[src/rtl/score_bin_to_bcd.sv]
// Sequential double-dabble converter: binary game score -> packed BCD for the LED driver.
// Ports:
//   clk, rst_n  - clock, asynchronous active-low reset
//   start       - conversion request, sampled only while ready=1
//   bin_value   - binary score, latched on the accepting edge
//   ready/busy  - idle indicator and its complement
//   done        - one-cycle pulse when BCD_bits/overflow are updated
//   overflow    - last accepted value exceeded 10^DIGITS-1
//   BCD_bits    - packed BCD result, digit 0 in [3:0], held until the next done
module score_bin_to_bcd #(
    parameter int unsigned BIN_WIDTH = 27,
    parameter int unsigned DIGITS    = 8
) (
    input  logic                  clk,
    input  logic                  rst_n,
    input  logic                  start,
    input  logic [BIN_WIDTH-1:0]  bin_value,
    output logic                  ready,
    output logic                  busy,
    output logic                  done,
    output logic                  overflow,
    output logic [4*DIGITS-1:0]   BCD_bits
);

    localparam int unsigned BCD_W = 4 * DIGITS;
    localparam int unsigned CAT_W = BCD_W + BIN_WIDTH;
    localparam int unsigned CNT_W = (BIN_WIDTH > 1) ? $clog2(BIN_WIDTH) : 1;

    // 10^digits - 1 built from shifts and adds at elaboration time
    function automatic logic [63:0] max_val_f(input int unsigned digits);
        logic [63:0] v;
        v = 64'd1;
        for (int unsigned i = 0; i < digits; i++) begin
            v = (v << 3) + (v << 1);
        end
        return v - 64'd1;
    endfunction

    localparam logic [63:0] MAX_VAL = max_val_f(DIGITS);

    typedef enum logic [1:0] {
        S_IDLE  = 2'd0,
        S_SHIFT = 2'd1,
        S_LOAD  = 2'd2
    } state_t;

    state_t                 state_q, state_d;
    logic [BIN_WIDTH-1:0]   shreg_q, shreg_d;
    logic [BCD_W-1:0]       scratch_q, scratch_d;
    logic [CNT_W-1:0]       count_q, count_d;
    logic                   sat_q, sat_d;
    logic [BCD_W-1:0]       bcd_q, bcd_d;
    logic                   ovf_q, ovf_d;
    logic                   done_q, done_d;
    logic                   ready_q, ready_d;
    logic                   busy_q, busy_d;

    logic [BCD_W-1:0]       adj;
    logic [CAT_W-1:0]       cat;

    // State and datapath registers
    always_ff @(posedge clk or negedge rst_n) begin
        if (!rst_n) begin
            state_q   <= S_IDLE;
            shreg_q   <= '0;
            scratch_q <= '0;
            count_q   <= '0;
            sat_q     <= 1'b0;
            bcd_q     <= '0;
            ovf_q     <= 1'b0;
            done_q    <= 1'b0;
            ready_q   <= 1'b1;
            busy_q    <= 1'b0;
        end else begin
            state_q   <= state_d;
            shreg_q   <= shreg_d;
            scratch_q <= scratch_d;
            count_q   <= count_d;
            sat_q     <= sat_d;
            bcd_q     <= bcd_d;
            ovf_q     <= ovf_d;
            done_q    <= done_d;
            ready_q   <= ready_d;
            busy_q    <= busy_d;
        end
    end

    // Next-state and datapath logic
    always_comb begin
        state_d   = state_q;
        shreg_d   = shreg_q;
        scratch_d = scratch_q;
        count_d   = count_q;
        sat_d     = sat_q;
        bcd_d     = bcd_q;
        ovf_d     = ovf_q;
        done_d    = 1'b0;
        adj       = scratch_q;
        cat       = '0;

        case (state_q)
            S_IDLE: begin
                if (start) begin
                    shreg_d   = bin_value;
                    scratch_d = '0;
                    count_d   = '0;
                    sat_d     = (64'(bin_value) > MAX_VAL);
                    state_d   = S_SHIFT;
                end
            end
            S_SHIFT: begin
                // add-3 on every nibble >= 5, then shift the whole {scratch, shreg} left
                for (int unsigned i = 0; i < DIGITS; i++) begin
                    if (scratch_q[4*i +: 4] >= 4'd5) begin
                        adj[4*i +: 4] = scratch_q[4*i +: 4] + 4'd3;
                    end
                end
                cat       = {adj, shreg_q} << 1;
                scratch_d = cat[CAT_W-1:BIN_WIDTH];
                shreg_d   = cat[BIN_WIDTH-1:0];
                count_d   = count_q + CNT_W'(1);
                if (count_q == CNT_W'(BIN_WIDTH - 1)) begin
                    state_d = S_LOAD;
                end
            end
            S_LOAD: begin
                // saturated runs discard the scratch contents entirely
                bcd_d   = sat_q ? {DIGITS{4'h9}} : scratch_q;
                ovf_d   = sat_q;
                done_d  = 1'b1;
                state_d = S_IDLE;
            end
            default: begin
                state_d = S_IDLE;
            end
        endcase

        ready_d = (state_d == S_IDLE);
        busy_d  = ~ready_d;
    end

    assign ready    = ready_q;
    assign busy     = busy_q;
    assign done     = done_q;
    assign overflow = ovf_q;
    assign BCD_bits = bcd_q;

endmodule

[config.mk]
export PLATFORM = sky130hd
export DESIGN_NAME = score_bin_to_bcd
export DESIGN_NICKNAME = d
export VERILOG_FILES = /design/src/rtl/score_bin_to_bcd.sv
export SDC_FILE = /design/constraint.sdc
export NUM_CORES = 1
export LEC_CHECK = 0
export ABC_AREA = 1
export CORE_ASPECT_RATIO = 1.5
export CORE_UTILIZATION = 50
export CTS_CLUSTER_SIZE = 28
export DETAILED_ROUTE_END_ITERATION = 8
export GPL_TIMING_DRIVEN = 1
export HOLD_SLACK_MARGIN = 0.12
export PLACE_DENSITY_LB_ADDON = 0.1
export SLEW_MARGIN = 10
export SYNTH_ARGS = -nofsm -noshare
export SYNTH_HDL_FRONTEND = slang
export SYNTH_SLANG_ARGS = --single-unit
[constraint.sdc]
create_clock -name clk -period 1.32 [get_ports clk]
set_input_delay 0.264 -clock clk [delete_from_list [all_inputs] [get_ports clk]]
set_output_delay 0.264 -clock clk [all_outputs]
set_load 0.05 [all_outputs]
==> impl_metrics.csv, run 1 <==
group,metric,value,unit
clock_tree,cts-htree-levels,3,
grt,grt_pass1_wl,19330,µm
sta,fmax,726.8,MHz
power_and_ir_drop,p_per_area,2278,nW/µm²
floorplan,coreArea,9361,µm²
grt,grt_overflow_total,0,
place,port_buffers,65,
worst_setup_path,cp-start-kind,"flop",
hold_path,hp-class,"in -> async",
floorplan,die_y,122.6,µm
clock_tree,clk_pin_slew_worst_paths,0.07,ns
final_layout,finish.utilization,76.74,%
yosys,yosysTopAreaCell,"dfrtp_1",
clock_tree,cts_sinks,103,
detailed_routing,routed_wl,12860,µm
final_layout,drive_gt1_share,32.44,%
worst_setup_path,crit_fanout,4,
grt,met2_usage,44.01,%
grt,met1_usage,29.76,%
detailed_routing,routed-via-count,4319,
place,routabilityCongestion,0.8253,
final_layout,stdcell_count,787,
yosys,ys_seq_area_share,53.16,%
outcome,violations,"setup timing",
worst_setup_path,worstPathArrival,1.65,ns
detailed_routing,drt-pass1-iter-count,4,
floorplan,die_width,82.43,µm
detailed_routing,first_iter_violations,353,
sta,skew,0.008379,ns
detailed_routing,ant_nets,0,
clock_tree,clockBufferDepth,2,
yosys,synth_edf_count,0,
sta,min_period_over_period,104.2,%
detailed_routing,routed_via_density,5.488,
grt,grt_pass1_vias,4209,
final_layout,diodes,0,
sta,post-route-min-period,1.376,ns
sta,tightest_slew,0.4193,ns
yosys,synth_top_area_share,52.62,%
yosys,synthMostInstantiatedCell,"dfrtp_1",
detailed_routing,wl_per_cell,16.34,µm
place,hpwl,7909,µm
yosys,synth_warnings,0,
final_layout,syn_to_final_growth,48.10,%
grt,grt_max_degree,37,
place,place_area,6414,µm²
sta,finalHoldViolCount,0,
grt,antenna_found_initial,0,
final_layout,multi_input_area,2170,µm²
floorplan,pin_count,66,
yosys,syn-num-nets,583,
yosys,synth_area,4851,µm²
final_layout,design_area,7184,µm²
yosys,avgSynthCellArea,9.067,µm²
yosys,synth_top_flop_cell,"dfrtp_1",
floorplan,start_util,51.82,%
clock_tree,clock-root-buffer,"clkbuf_16",
yosys,netlist_top_cells_area,"dfrtp_1, a21oi_1, o21ai_0",
grt,grt_usage,25.56,%
clock_tree,cts_tree,"built",
sta,maxSlewViolCount,0,
sta,max_slew_margin,72.05,%
clock_tree,cts_buffers,9,
power_and_ir_drop,irDropWorstVdd,1.315,mV
outcome,outcome,"complete, but fails checks",
worst_setup_path,crit_type,"reg -> reg",
worst_setup_path,worstPathRequired,1.59,ns
power_and_ir_drop,p_total,16.36,mW
floorplan,core.rowCount,43,
worst_setup_path,cp-end-kind,"flop",
place,dp.cells,749,
detailed_routing,remaining_drc_errors,0,
sta,rsz0062_at_grt,"true",
grt,busiest_layer,"met2",
job,drv_cap,0,
yosys,synth-seq-cells,103,
sta,worst_slack,-0.05586,ns
yosys,async_reset_ff_share,100.0,%
yosys,yosysUniqueCellTypes,26,
final_layout,seqCellArea,2580,µm²
final_layout,final_nets,718,
yosys,netlist_top_cells_count,"dfrtp_1, inv_1, nand2_1, a21oi_1, o21ai_0",
final_layout,fill_cells,584,
yosys,synthCells,535,
sta,tns,-0.1283,ns
power_and_ir_drop,static-leakage-power,3.389,nW
floorplan,die-area,10110,µm²
grt,met3_usage,3.866,%
sta,setup_violations,6,
clock_tree,clock_latency,0.35,ns
## cell usage in the layout (no fill, tap or decap), types with 4 or more instances in the layout
| master | instances |
|---|---|
| inv_1 | 57 |
| o22ai_2 | 4 |
| clkdlybuf4s50_1 | 28 |
| o21ai_0 | 29 |
| ha_2 | 6 |
| nand2_4 | 7 |
| a21oi_2 | 12 |
| xor2_1 | 8 |
| nand4_1 | 5 |
| ha_1 | 5 |
| buf_12 | 41 |
| ha_4 | 7 |
| o22ai_1 | 37 |
| inv_2 | 17 |
| a21oi_1 | 50 |
| buf_4 | 68 |
| nor2_1 | 35 |
| dfrtp_1 | 101 |
| o21ai_2 | 14 |
| or2_4 | 8 |
| nand2_1 | 58 |
| o21ai_1 | 23 |
| clkbuf_16 | 10 |
| nand3_1 | 16 |
## cells by family (layout without fill, tap and decap cells)
group	after synthesis	in the layout	share of synthesized area, %
compound gates	174	174	20.12
simple gates	136	136	12.43
flops	103	103	53.16
buf+inv	96	236	8.202
fa+ha+maj	18	18	4.643
xor+xnor	8	8	1.444
## worst max-delay path, stage by stage, from the launching register on
cell	delay [ns]
dfrtp_1	0.36
inv_1	0.11
ha_1	0.23
a21oi_2	0.22
nand2_4	0.08
a21oi_1	0.12
o21ai_1	0.08
o21ai_1	0.08
## report_power, final
part           switching [mW]  internal, mW
Combinational            4.36          3.90
Sequential               1.03          4.35
Clock                    1.19          1.52
Total                    6.59          9.78
## registers in the layout, indices dropped and copies added (netlist names)
signal,cells
BCD_bits,32
busy,1
overflow,1
shreg_q,27
state_q,2
done,1
count_q,5
scratch_q,32
ready,1
sat_q,1
## path summary, 6_finish.rpt
| kind | from | end | slack, ns | cells after the start |
|---|---|---|---|---|
| worst max-delay path | scratch_q[9] | scratch_q[10] | -0.06 | 7 |
| worst min-delay path | rst_n | BCD_bits[7] | 0.40 | 2 |
| worst min register to register | shreg_q[0] | shreg_q[0] | 0.50 | 2 |
| max in group asynchronous | rst_n | scratch_q[24] | 0.43 | 3 |
| worst max register to register | scratch_q[9] | scratch_q[10] | -0.06 | 7 |
| min in group clk | shreg_q[0] | shreg_q[0] | 0.50 | 2 |
## final cells by class
cell class	instances	share of cell area, %
Multi-Input combinational cell	336	30.20
Timing Repair Buffer	143	23.60
Sequential cell	103	35.91
Tap cell	112	1.951
Inverter	77	4.162
Clock buffer	11	3.379
Clock inverter	5	0.8011
## metal layers
metal,share of wire [%],up-vias
li1,-,2056
met1,38,2121
met2,55,119
met3,3.8,23
met4,2.6,0
met5,0,-
## timing repair
| item | 4_1_cts | 5_1_grt |
|---|---|---|
| hold endpoints to repair | 23 | 0 |
| setup buffers | 3 | 17 |
| resized for setup | 37 | 61 |
| cloned | 0 | 1 |
| pin swaps | 8 | 28 |
| endpoints found under the setup margin | 43 | 47 |
| hold buffers | 1 | 0 |
## metrics by stage
step	setup WS, ns	hold slack [ns]
after floorplan	0.003604	-0.03159
after global placement	-0.2154	0.2280
after detailed placement	-0.2482	0.2306
after CTS	-0.01541	0.4139
after global routing	-0.1523	0.4351
final	-0.05586	0.4008
(Power assumes the default switching activity.)
==> inputs of run 2 (changes only) <==
--- a/config.mk
+++ b/config.mk
@@ -7,7 +7,7 @@
 export LEC_CHECK = 0
 export ABC_AREA = 1
 export CORE_ASPECT_RATIO = 1.5
-export CORE_UTILIZATION = 50
+export CORE_UTILIZATION = 40
 export CTS_CLUSTER_SIZE = 28
 export DETAILED_ROUTE_END_ITERATION = 8
 export GPL_TIMING_DRIVEN = 1
==> impl_metrics.csv, run 2 (synthesized netlist as in run 1, its figures left out) <==
group,metric,value,unit
sta,min_period_over_period,99.79,%
clock_tree,clockBufferDepth,2,
sta,tightest_slew,0.4631,ns
worst_setup_path,cp-start-kind,"flop",
detailed_routing,wl_per_cell,15.10,µm
place,dpl_worst_slack,-0.2806,ns
grt,grt_pass1_wl,20690,µm
sta,setup_violations,0,
worst_setup_path,crit_chain,"inv_2 > ha_4 > or2_4 > a21oi_1 > o22ai_2",
worst_setup_path,worstPathRequired,1.54,ns
worst_setup_path,cp_slowest_cell,"dfrtp_1",
floorplan,die-area,12580,µm²
grt,antenna_found_initial,0,
clock_tree,clk_pin_slew_worst_paths,0.07,ns
sta,skew,0.008708,ns
sta,hold_ws,0.4125,ns
final_layout,final_nets,728,
grt,busiest_layer,"met2",
final_layout,final_cell_mix,"dfrtp_1, buf_4, nand2_1",
floorplan,pin_count,66,
clock_tree,cts_sinks,103,
final_layout,design_area,7400,µm²
sta,max_slew_margin,69.12,%
grt,grt_max_degree,37,
power_and_ir_drop,static-leakage-power,3.468,nW
grt,met2_usage,38.27,%
sta,worst_slack,0.002781,ns
floorplan,core.rowCount,48,
worst_setup_path,cp-end-kind,"flop",
clock_tree,cts_buffers,9,
sta,post-route-min-period,1.317,ns
hold_path,hp-class,"in -> async",
clock_tree,clock-root-buffer,"clkbuf_16",
place,routabilityCongestion,0.8101,
floorplan,coreArea,11650,µm²
floorplan,die_y,136.9,µm
detailed_routing,drt-pass1-iter-count,4,
power_and_ir_drop,irDropWorstVdd,1.322,mV
grt,grt_overflow_total,0,
power_and_ir_drop,p_per_area,2250,nW/µm²
clock_tree,clock_latency,0.34,ns
grt,met1_usage,24.10,%
sta,tns,0,ns
worst_setup_path,cp.buffers_inverters,1,
detailed_routing,routed_wl,12610,µm
detailed_routing,routed_via_density,5.164,
worst_setup_path,crit_type,"reg -> reg",
worst_setup_path,cpPeakStageDelay,0.41,ns
worst_setup_path,crit_family,"flip-flops",
job,drv_cap,0,
final_layout,fill_cells,953,
detailed_routing,routed-via-count,4312,
grt,met3_usage,3.333,%
final_layout,drive_gt1_share,34.31,%
place,place_area,6519,µm²
detailed_routing,ant_nets,0,
final_layout,diodes,0,
sta,rsz0062_at_grt,"true",
floorplan,start_util,41.63,%
place,port_buffers,65,
clock_tree,cts_tree,"built",
final_layout,syn_to_final_growth,52.54,%
worst_setup_path,worstPathArrival,1.54,ns
sta,fmax,759.2,MHz
place,hpwl,8435,µm
worst_setup_path,crit_fanout,3,
grt,grt_pass1_vias,4391,
detailed_routing,first_iter_violations,233,
final_layout,final_common_cell,"dfrtp_1",
clock_tree,cts-htree-levels,3,
outcome,outcome,"finished clean",
floorplan,die_width,91.92,µm
detailed_routing,remaining_drc_errors,0,
grt,grt_usage,20.82,%
sta,finalHoldViolCount,0,
sta,maxSlewViolCount,0,
[run 2: cell count changes in the layout (fill, tap and decap cells not counted), moves of 2 or more]
cell	delta
buf_12	+2
buf_4	+10
inv_1	-2
nand2_2	-2
o21ai_0	+2
o22ai_1	-3
o22ai_2	+3
[run 2: layout make-up]
cell class,count,area (µm²),share of cell area (%)
Sequential cell,103,2580,34.87
Multi-Input combinational cell,336,2213,29.91
Timing Repair Buffer,153,1784,24.11
Inverter,77,304.0,4.109
Clock buffer,10,239.0,3.230
Tap cell,150,187.7,2.536
Clock inverter,6,91.34,1.234
[run 2: report_power, final]
| group | switching [mW] | internal (mW) |
|---|---|---|
| Combinational | 4.35 | 4.07 |
| Sequential | 0.970 | 4.35 |
| Clock | 1.19 | 1.72 |
| Total | 6.51 | 10.1 |
[run 2: path summary, 6_finish.rpt]
kind,from,to,slack [ns],cells past startpoint
setup / recovery,scratch_q[16],scratch_q[17],0.003,5
hold / removal,rst_n,BCD_bits[9],0.41,2
setup reg to reg,scratch_q[16],scratch_q[17],0.003,5
hold reg to reg,shreg_q[0],shreg_q[0],0.49,2
max in group asynchronous,rst_n,shreg_q[13],0.37,3
min in group clk,shreg_q[0],shreg_q[0],0.49,2
[run 2: what timing repair did]
action / 4_1_cts / 5_1_grt
pin swaps: 5 / 32
hold endpoints to repair: 25 / 0
hold buffers: 1 / 0
cloned: 0 / 1
buffers inserted: 6 / 18
resized for setup: 30 / 75
setup endpoints to repair: 47 / 54
[run 2: routing by layer]
metal	part of all wire, %	up-vias	wire length (µm)
met3	3.4	26	426
met2	55	96	6943
met1	39	2110	4959
met4	2.2	0	277
met5	0	-	0
li1	-	2080	-
[run 2: worst reg2reg max path, delay by kind of cell (launching register included)]
family | cells | cell delay [ns]
buffers and inverters | 1 | 0.07
AND/OR/NAND/NOR | 1 | 0.25
flip-flops | 1 | 0.41
AO/OA/AOI/OAI | 2 | 0.31
adder cells (fa/ha/maj) | 1 | 0.15
[run 2: through the flow]
step           utilization [%]  instances  total power [mW]
6_report                 63.51        835             16.65
5_1_grt                  63.51        835             17.78
4_1_cts                  59.86        816             15.19
3_5_place_dp             55.95        793             11.83
3_3_place_gp             55.95        793             11.54
2_1_floorplan                -        535             9.299
==> inputs of run 3 (changes only) <==
--- a/config.mk
+++ b/config.mk
@@ -10,7 +10,7 @@
 export CORE_UTILIZATION = 40
 export CTS_CLUSTER_SIZE = 28
 export DETAILED_ROUTE_END_ITERATION = 8
-export GPL_TIMING_DRIVEN = 1
+export GPL_TIMING_DRIVEN = 0
 export HOLD_SLACK_MARGIN = 0.12
 export PLACE_DENSITY_LB_ADDON = 0.1
 export SLEW_MARGIN = 10
==> impl_metrics.csv, run 3 (synthesized netlist as in run 1, its figures left out) <==
group,metric,value,unit
grt,grt_max_degree,85,
power_and_ir_drop,static-leakage-power,3.217,nW
worst_setup_path,crit_fanout,4,
detailed_routing,routed_wl,13210,µm
final_layout,final_nets,707,
detailed_routing,wl_per_cell,16.22,µm
detailed_routing,drt-pass1-iter-count,4,
worst_setup_path,cp-start-kind,"flop",
sta,rsz0062_at_grt,"true",
detailed_routing,remaining_drc_errors,0,
clock_tree,cts_tree,"built",
grt,antenna_found_initial,0,
final_layout,diodes,0,
place,place_area,5756,µm²
place,dp.cells,751,
floorplan,core.rowCount,48,
floorplan,die-area,12580,µm²
place,port_buffers,65,
worst_setup_path,crit_family,"flip-flops",
sta,max_slew_margin,70.98,%
sta,post-route-min-period,1.334,ns
outcome,outcome,"complete, but fails checks",
grt,grt_pass1_wl,20150,µm
final_layout,drive_gt1_share,34.79,%
outcome,violations,"setup timing",
sta,finalHoldViolCount,0,
sta,worst_slack,-0.01431,ns
worst_setup_path,r2r-end,"scratch_q[1]",
worst_setup_path,cpPeakStageDelay,0.41,ns
power_and_ir_drop,p_total,16.24,mW
place,routabilityCongestion,0.8310,
sta,tns,-0.06964,ns
floorplan,coreArea,11650,µm²
final_layout,syn_to_final_growth,40.55,%
job,drv_cap,0,
clock_tree,clock-root-buffer,"clkbuf_16",
worst_setup_path,rrSetupSlack,-0.01,ns
place,hpwl,8386,µm
floorplan,die_y,136.9,µm
final_layout,design_area,6818,µm²
clock_tree,cts_sinks,103,
sta,skew,0.006829,ns
clock_tree,clk_pin_slew_worst_paths,0.07,ns
sta,maxSlewViolCount,0,
final_layout,final_common_cell,"dfrtp_1",
grt,grt_usage,20.51,%
worst_setup_path,cp.buffers_inverters,2,
grt,grt_pass1_vias,4153,
sta,tightest_slew,0.4352,ns
clock_tree,clock_latency,0.34,ns
sta,setup_violations,7,
worst_setup_path,cp-end-kind,"flop",
worst_setup_path,worstPathArrival,1.55,ns
sta,hold_ws,0.3281,ns
detailed_routing,routed-via-count,4282,
worst_setup_path,crit_type,"reg -> reg",
detailed_routing,ant_nets,0,
sta,fmax,749.4,MHz
power_and_ir_drop,p_per_area,2382,nW/µm²
clock_tree,cts-htree-levels,3,
grt,grt_overflow_total,0,
power_and_ir_drop,irDropWorstVdd,0.9136,mV
floorplan,start_util,41.63,%
detailed_routing,routed_via_density,5.260,
worst_setup_path,reg2reg_from,"scratch_q[1]",
clock_tree,clockBufferDepth,2,
detailed_routing,first_iter_violations,155,
worst_setup_path,worstPathRequired,1.53,ns
clock_tree,cts_buffers,9,
floorplan,pin_count,66,
final_layout,final_cell_mix,"dfrtp_1, nand2_1, inv_1",
worst_setup_path,ff2ff_path_depth,6,
final_layout,stdcell_count,814,
floorplan,die_width,91.92,µm
worst_setup_path,crit_chain,"inv_2 > ha_2 > a21oi_4 > buf_4 > a21oi_1 > o22ai_1",
hold_path,hp-class,"in -> async",
sta,min_period_over_period,101.1,%
worst_setup_path,cp_slowest_cell,"dfrtp_1",
## run 3: stage by stage
step,utilization [%],worst slack (ns)
floorplan,-,0.003604
global placement,49.15,-3.982
detailed placement,49.40,-0.6177
CTS,53.40,-0.03186
global route,58.52,-0.08357
finish,58.52,-0.01431
## run 3: timing repair
action                     in CTS  in global routing
gates cloned                    0                  2
hold endpoints to repair       19                  0
setup endpoints to repair     137                 85
hold buffers                    1                  0
resized for setup             221                115
pin swaps                       8                 34
setup buffers                  21                 23
## run 3: where the power goes
part	total (mW)	switching (mW)	internal, mW
registers	5.27	0.924	4.35
clock network	3.09	1.19	1.90
logic	7.88	4.40	3.48
## run 3: layout make-up
type                    instances  area (µm²)
fillers                      1027        4833
flip-flops and latches        103        2579
multi-input cells             336        2286
repair buffers                113       934.6
inverters                      77       296.5
clock buffers                  10       239.0
plain buffers                  19       187.7
well taps                     150       187.7
clock inverters                 6       107.6
## run 3: per-layer routing
metal  up-vias  track usage (%)  wire length, µm
met5         -                0                0
met4         0            7.465              297
met3        29            4.000              404
met2        97            38.31             7222
met1      2124            22.92             5281
li1       2032                -                -
## run 3: worst max path at each step
stage	startpoint	endpoint	cells past startpoint
floorplan	scratch_q[28]	scratch_q[30]	7
global placement	rst_n	shreg_q[11]	1
detailed placement	start	scratch_q[31]	5
CTS	scratch_q[0]	scratch_q[2]	7
global route	scratch_q[1]	scratch_q[1]	6
finish	scratch_q[1]	scratch_q[1]	6
